===== src/rtl/ctrlpush_if.sv =====
// Bus bundle between the heap push controller and its environment.
// It carries the push request (start, din), the external size register
// value, the shared heap RAM port (maddr, mdin, mwen, mdout) and the
// status pulses (sizeinc, done, ovf).
// master: the controller side. slave: the environment side.
interface ctrlpush_if #(
  parameter int unsigned DW = 8,
  parameter int unsigned AW = 8
);
  logic          start;
  logic [DW-1:0] din;
  logic [AW-1:0] size;
  logic [DW-1:0] mdout;
  logic          sizeinc;
  logic          mwen;
  logic [AW-1:0] maddr;
  logic [DW-1:0] mdin;
  logic          done;
  logic          ovf;

  modport master (
    input  start, din, size, mdout,
    output sizeinc, mwen, maddr, mdin, done, ovf
  );

  modport slave (
    output start, din, size, mdout,
    input  sizeinc, mwen, maddr, mdin, done, ovf
  );
endinterface


===== src/rtl/ctrlpush.sv =====
// Push controller for a 1-indexed min-heap held in a shared RAM.
// It latches a key, bumps the external size register, then sifts the key
// up: each larger parent moves down one level until the key's slot is found.
// Ports:
//   clk    - rising-edge clock
//   reset  - asynchronous active-low reset
//   bus    - ctrlpush_if.master: start/din/size/mdout in,
//            sizeinc/mwen/maddr/mdin/done/ovf out
// All bus outputs are combinational decodes of state and registers.
module ctrlpush #(
  parameter int unsigned DW      = 8,
  parameter int unsigned AW      = 8,
  parameter int unsigned MAXSIZE = 255
) (
  input  logic       clk,
  input  logic       reset,
  ctrlpush_if.master bus
);

  localparam logic [AW-1:0] FULL = AW'(MAXSIZE);
  localparam logic [AW-1:0] ROOT = AW'(1);

  typedef enum logic [5:0] {
    IDLE   = 6'b000001,
    INIT   = 6'b000010,
    PARENT = 6'b000100,
    MOVE   = 6'b001000,
    PLACE  = 6'b010000,
    DONE   = 6'b100000
  } state_t;

  state_t        state, state_n;
  logic [AW-1:0] idx, idx_n;
  logic [DW-1:0] v, v_n;
  logic [DW-1:0] p, p_n;
  logic          rej, rej_n;

  // State and working registers
  always_ff @(posedge clk or negedge reset) begin
    if (!reset) begin
      state <= IDLE;
      idx   <= '0;
      v     <= '0;
      p     <= '0;
      rej   <= 1'b0;
    end else begin
      state <= state_n;
      idx   <= idx_n;
      v     <= v_n;
      p     <= p_n;
      rej   <= rej_n;
    end
  end

  // Next-state and output decode
  always_comb begin
    state_n     = state;
    idx_n       = idx;
    v_n         = v;
    p_n         = p;
    rej_n       = rej;
    bus.sizeinc = 1'b0;
    bus.mwen    = 1'b0;
    bus.maddr   = '0;
    bus.mdin    = '0;
    bus.done    = 1'b0;
    bus.ovf     = 1'b0;

    case (state)
      IDLE: begin
        if (bus.start) begin
          if (bus.size >= FULL) begin
            // heap full: report rejection without touching RAM or size
            state_n = DONE;
            rej_n   = 1'b1;
          end else begin
            state_n = INIT;
            v_n     = bus.din;
            rej_n   = 1'b0;
          end
        end
      end

      INIT: begin
        // size is still the pre-increment value this cycle
        bus.sizeinc = 1'b1;
        idx_n       = bus.size + ROOT;
        state_n     = PARENT;
      end

      PARENT: begin
        if (idx > ROOT) begin
          bus.maddr = idx >> 1;
          p_n       = bus.mdout;
          // equal keys stop the sift to avoid needless moves
          state_n   = (v < bus.mdout) ? MOVE : PLACE;
        end else begin
          state_n = PLACE;
        end
      end

      MOVE: begin
        bus.mwen  = 1'b1;
        bus.maddr = idx;
        bus.mdin  = p;
        idx_n     = idx >> 1;
        state_n   = PARENT;
      end

      PLACE: begin
        bus.mwen  = 1'b1;
        bus.maddr = idx;
        bus.mdin  = v;
        state_n   = DONE;
      end

      DONE: begin
        bus.done = 1'b1;
        bus.ovf  = rej;
        rej_n    = 1'b0;
        state_n  = IDLE;
      end

      default: state_n = IDLE;
    endcase
  end

endmodule


===== src/flat_wrapper.sv =====
// flat-port wrapper written by rule: the top's interface ports become plain ports
module ctrlpush_flat 
#(
  parameter int unsigned DW      = 8,
  parameter int unsigned AW      = 8,
  parameter int unsigned MAXSIZE = 255
)
  (clk, reset, bus_start, bus_din, bus_size, bus_mdout, bus_sizeinc, bus_mwen, bus_maddr, bus_mdin, bus_done, bus_ovf);
  ctrlpush_if #(.DW(DW), .AW(AW)) bus_i ();
  input  logic clk;
  input  logic reset;
  input wire logic [$bits(bus_i.start)-1:0] bus_start;
  input wire logic [$bits(bus_i.din)-1:0] bus_din;
  input wire logic [$bits(bus_i.size)-1:0] bus_size;
  input wire logic [$bits(bus_i.mdout)-1:0] bus_mdout;
  output wire logic [$bits(bus_i.sizeinc)-1:0] bus_sizeinc;
  output wire logic [$bits(bus_i.mwen)-1:0] bus_mwen;
  output wire logic [$bits(bus_i.maddr)-1:0] bus_maddr;
  output wire logic [$bits(bus_i.mdin)-1:0] bus_mdin;
  output wire logic [$bits(bus_i.done)-1:0] bus_done;
  output wire logic [$bits(bus_i.ovf)-1:0] bus_ovf;
  assign bus_i.start = bus_start;
  assign bus_i.din = bus_din;
  assign bus_i.size = bus_size;
  assign bus_i.mdout = bus_mdout;
  assign bus_sizeinc = bus_i.sizeinc;
  assign bus_mwen = bus_i.mwen;
  assign bus_maddr = bus_i.maddr;
  assign bus_mdin = bus_i.mdin;
  assign bus_done = bus_i.done;
  assign bus_ovf = bus_i.ovf;
  ctrlpush #(.DW(DW), .AW(AW), .MAXSIZE(MAXSIZE)) u_core (.clk(clk), .reset(reset), .bus(bus_i));
endmodule

===== config.mk =====
export PLATFORM = sky130hd
export DESIGN_NAME = ctrlpush_flat
export DESIGN_NICKNAME = d
export VERILOG_FILES = /design/src/rtl/ctrlpush_if.sv /design/src/rtl/ctrlpush.sv /design/src/flat_wrapper.sv
export SDC_FILE = /design/constraint.sdc
export NUM_CORES = 1
export LEC_CHECK = 0
export CORE_MARGIN = 5
export CORE_UTILIZATION = 52
export DETAILED_ROUTE_END_ITERATION = 8
export HOLD_SLACK_MARGIN = 0.06
export PLACE_DENSITY = 0.83
export SLEW_MARGIN = 25
export SYNTH_ARGS = -nofsm -noshare
export SYNTH_HDL_FRONTEND = slang
export SYNTH_SLANG_ARGS = --single-unit
export TNS_END_PERCENT = 10

===== constraint.sdc =====
create_clock -name clk -period 5.4 [get_ports clk]
set_clock_uncertainty 0.15 [all_clocks]
set_input_delay 0.81 -clock clk [delete_from_list [all_inputs] [get_ports clk]]
set_output_delay 0.81 -clock clk [all_outputs]
set_load 0.02 [all_outputs]

==> results.toml <==
[outcome]
run_status = "finished, final reports clean"

[synthesis]
synthXorXnorAreaFrac_pct = 3.02
syn-mean-instance-area_um2 = 11.2
synth-seq-cells = 31
ys_seq_area_share_pct = 44.6
synthArstFlopShare_pct = 100
synth.net_count = 190
synth_compound_area_share_pct = 16.6
netlist_area_mm2 = 0.00174
ys_top_cells_by_count = "dfrtp_1 (30), a22o_1 (15), inv_1 (10)"
syn_inst = 155
yosys.area_share.simple_pct = 15.7
ys_top_cells_by_area = "dfrtp_1 (43%), a22o_1 (7.5%), ha_1 (5.7%)"
synth_top_area_cell = "dfrtp_1"
yosysTopAreaCellShare_pct = 43.1
synth_top_family_by_area = "compound AO/OA/AOI/OAI gates"
synth.distinct_cells = 40
synth_most_common_cell = "dfrtp_1"
synthFlopType = "dfrtp_1"
yosys.area_share.adder_pct = 5.74
yosys_warnings = 0
synth-edff-count = 0
muxShareOfSynthArea_pct = 10.3

[sta]
fmax_mhz = 253
tightestPinTransition_ns = 0.873
rsz0062_at_grt = "false"
hold_violations = 0
relSlewSlack_pct = 41.8
hold_ws_ns = 0.344
setup_viol = 0
maxSlewViolCount = 0
fin_crit_sh_pct = 73.3
fin_setup_tns_ns = 0
finalCriticalPeriod_ns = 3.96

[clock_network]
cts_buffers = 5
numClockSinks = 31
ctsResizeCount = 0
holdBufCountCts = 0
tritoncts = "built"
htreeDepth = 2
path_clk_slew_ns = 0.09
root_buffer = "clkbuf_4"
post-cts-setup-buffer-count = 0
cts_buffer_depth = 2
clk_latency_ns = 0.33

[hold_path]
min_from = "u_core.p[6]"
hp-class = "register to register"
holdPathEnd = "u_core.p[6]"
worstHoldPathCells = 1

[worst_setup_path]
cp.arrival_ns = 3.00
reg2reg_slack_ns = 2.96
reg2reg_to = "u_core.p[7]"
crit_fanout = 10
cp.required_ns = 4.44
r2r_start = "u_core.state[5]"
startpoint_type = "register"
reg2reg_depth = 4
criticalPathCategory = "register to output port"
worstSetupEndpointType = "output port"
cp_slowest_cell = "clkdlybuf4s50_1"
max_stage_delay_ns = 0.60
crit_chain = "or4_4 -> nor3b_4 -> or2_1 -> a22o_1 -> clkdlybuf4s50_1"

[global_routing]
grt_pass1_wl_mm = 6.96
grtUsageTotal_pct = 20.3
grt_pass1_vias = 1491
grt-ovfl-total = 0
grt_max_degree = 32
antenna_found_initial = 0

[pwr]
cellPowerDensity_mw_per_mm2 = 406
p_int_uw = 597
cellLeakagePower_uw = 0.00100
pwr-share-clk_pct = 16.6
swShare_pct = 36.2
vdd_drop_max_mv = 0.261
combPwrFrac_pct = 36.7
p_seq_share_pct = 46.7
p_total_uw = 936
p_switching_uw = 339

[routing]
finalWirelength_mm = 4.22
vias = 1438
via_per_inst = 5.73
wire_per_inst_um = 16.8
ant_nets = 0
drtIter0Drc = 88
dr.pass1.iters = 4
drc = 0

[place]
gp_congestion = 0.818
portBuffers = 46
detailed_place_hpwl_mm = 3.21

[floorplan]
ios = 47
fp.dieH_um = 67.9
die_area_mm2 = 0.00461
die_w_um = 67.9
coreArea_mm2 = 0.00328
rows = 21
start_util_pct = 53.1

[final_layout]
fill_cells = 274
drive_above_1_share_pct = 10.7
area_growth_pct = 32.2
nNetsFinal = 239
n_antenna_cell = 0

[run]
drv_cap = 0
-- power groups by stage --
stage	registers [uW]	logic, uW	clock network [uW]
floorplan	407	254	0
global placement	429	326	0
detailed placement	438	345	0
CTS	435	347	157
global route	452	384	167
finish	437	343	155
-- worst max-delay path, delay by kind of cell (launching register included) --
kind	cells	cell delay, ns
AOI/OAI and AO/OA	1	0.20
buffers and inverters	1	0.60
DFF	1	0.47
and+or+nand+nor	3	1.40
-- metal layers --
layer | share of wire (%) | global-route usage (%) | up-vias
li1 | - | - | 678
met1 | 42 | 24.5 | 720
met2 | 52 | 35.5 | 36
met3 | 4.9 | 4.93 | 4
met4 | 1.0 | 6.20 | 0
met5 | 0 | 1.25 | -
-- logic make-up after synthesis --
| group | count (synthesis) |
|---|---|
| xor gates and xnor gates | 6 |
| muxes | 16 |
| buffers and inverters | 15 |
| AOI/OAI and AO/OA | 37 |
| DFF | 31 |
| and+or+nand+nor | 42 |
| adders and majority gates | 8 |
-- through the flow --
stage          instances  utilization (%)  instance area, um2  setup WS, ns
2_1_floorplan        155                -                1740          2.48
3_3_place_gp         243             68.1                2240          1.88
3_5_place_dp         243             68.1                2240          1.80
4_1_cts              251             70.2                2300          1.43
5_1_grt              251             70.2                2300          1.27
6_report             251             70.2                2300          1.44
-- sequential cells by signal (all words and copies together) (netlist names) --
name,cells
u_core.v,8
u_core.state,6
u_core.rej,1
u_core.p,8
u_core.idx,8
-- how the worst max path moves through the flow --
stage,from,end,slack [ns]
after global placement,u_core.state[3],bus_maddr[0],1.88
final,u_core.state[3],bus_maddr[4],1.44
after CTS,u_core.state[3],bus_maddr[4],1.43
after floorplan,u_core.state[3],bus_ovf,2.48
after detailed placement,u_core.state[3],bus_maddr[4],1.80
after global routing,u_core.state[5],bus_maddr[4],1.27
-- cell type report --
| type | instances | area [um2] | share of cell area (%) |
|---|---|---|---|
| sequential | 31 | 777 | 33.7 |
| clock buffer | 8 | 68.8 | 2.99 |
| tap | 46 | 57.6 | 2.50 |
| timing repair buffer | 47 | 468 | 20.3 |
| inverter | 10 | 37.5 | 1.63 |
| multi-input combinational | 109 | 896 | 38.9 |
-- cells in the final DEF, fill, tap and decap left out, types with 3 or more instances in the layout --
| cell | n |
|---|---|
| ha_1 | 8 |
| a221o_1 | 4 |
| a22oi_1 | 3 |
| clkdlybuf4s50_1 | 46 |
| and3_1 | 4 |
| a22o_1 | 15 |
| nand2_1 | 7 |
| nand3_1 | 3 |
| mux2_2 | 8 |
| mux2_1 | 8 |
| inv_1 | 10 |
| xnor2_1 | 3 |
| dfrtp_1 | 30 |
| clkbuf_4 | 5 |
| and2_1 | 4 |
| a21oi_1 | 3 |
| xor2_1 | 3 |
| nor2_1 | 7 |
| o21ai_0 | 6 |
Power figures use the tool's default switching activity.
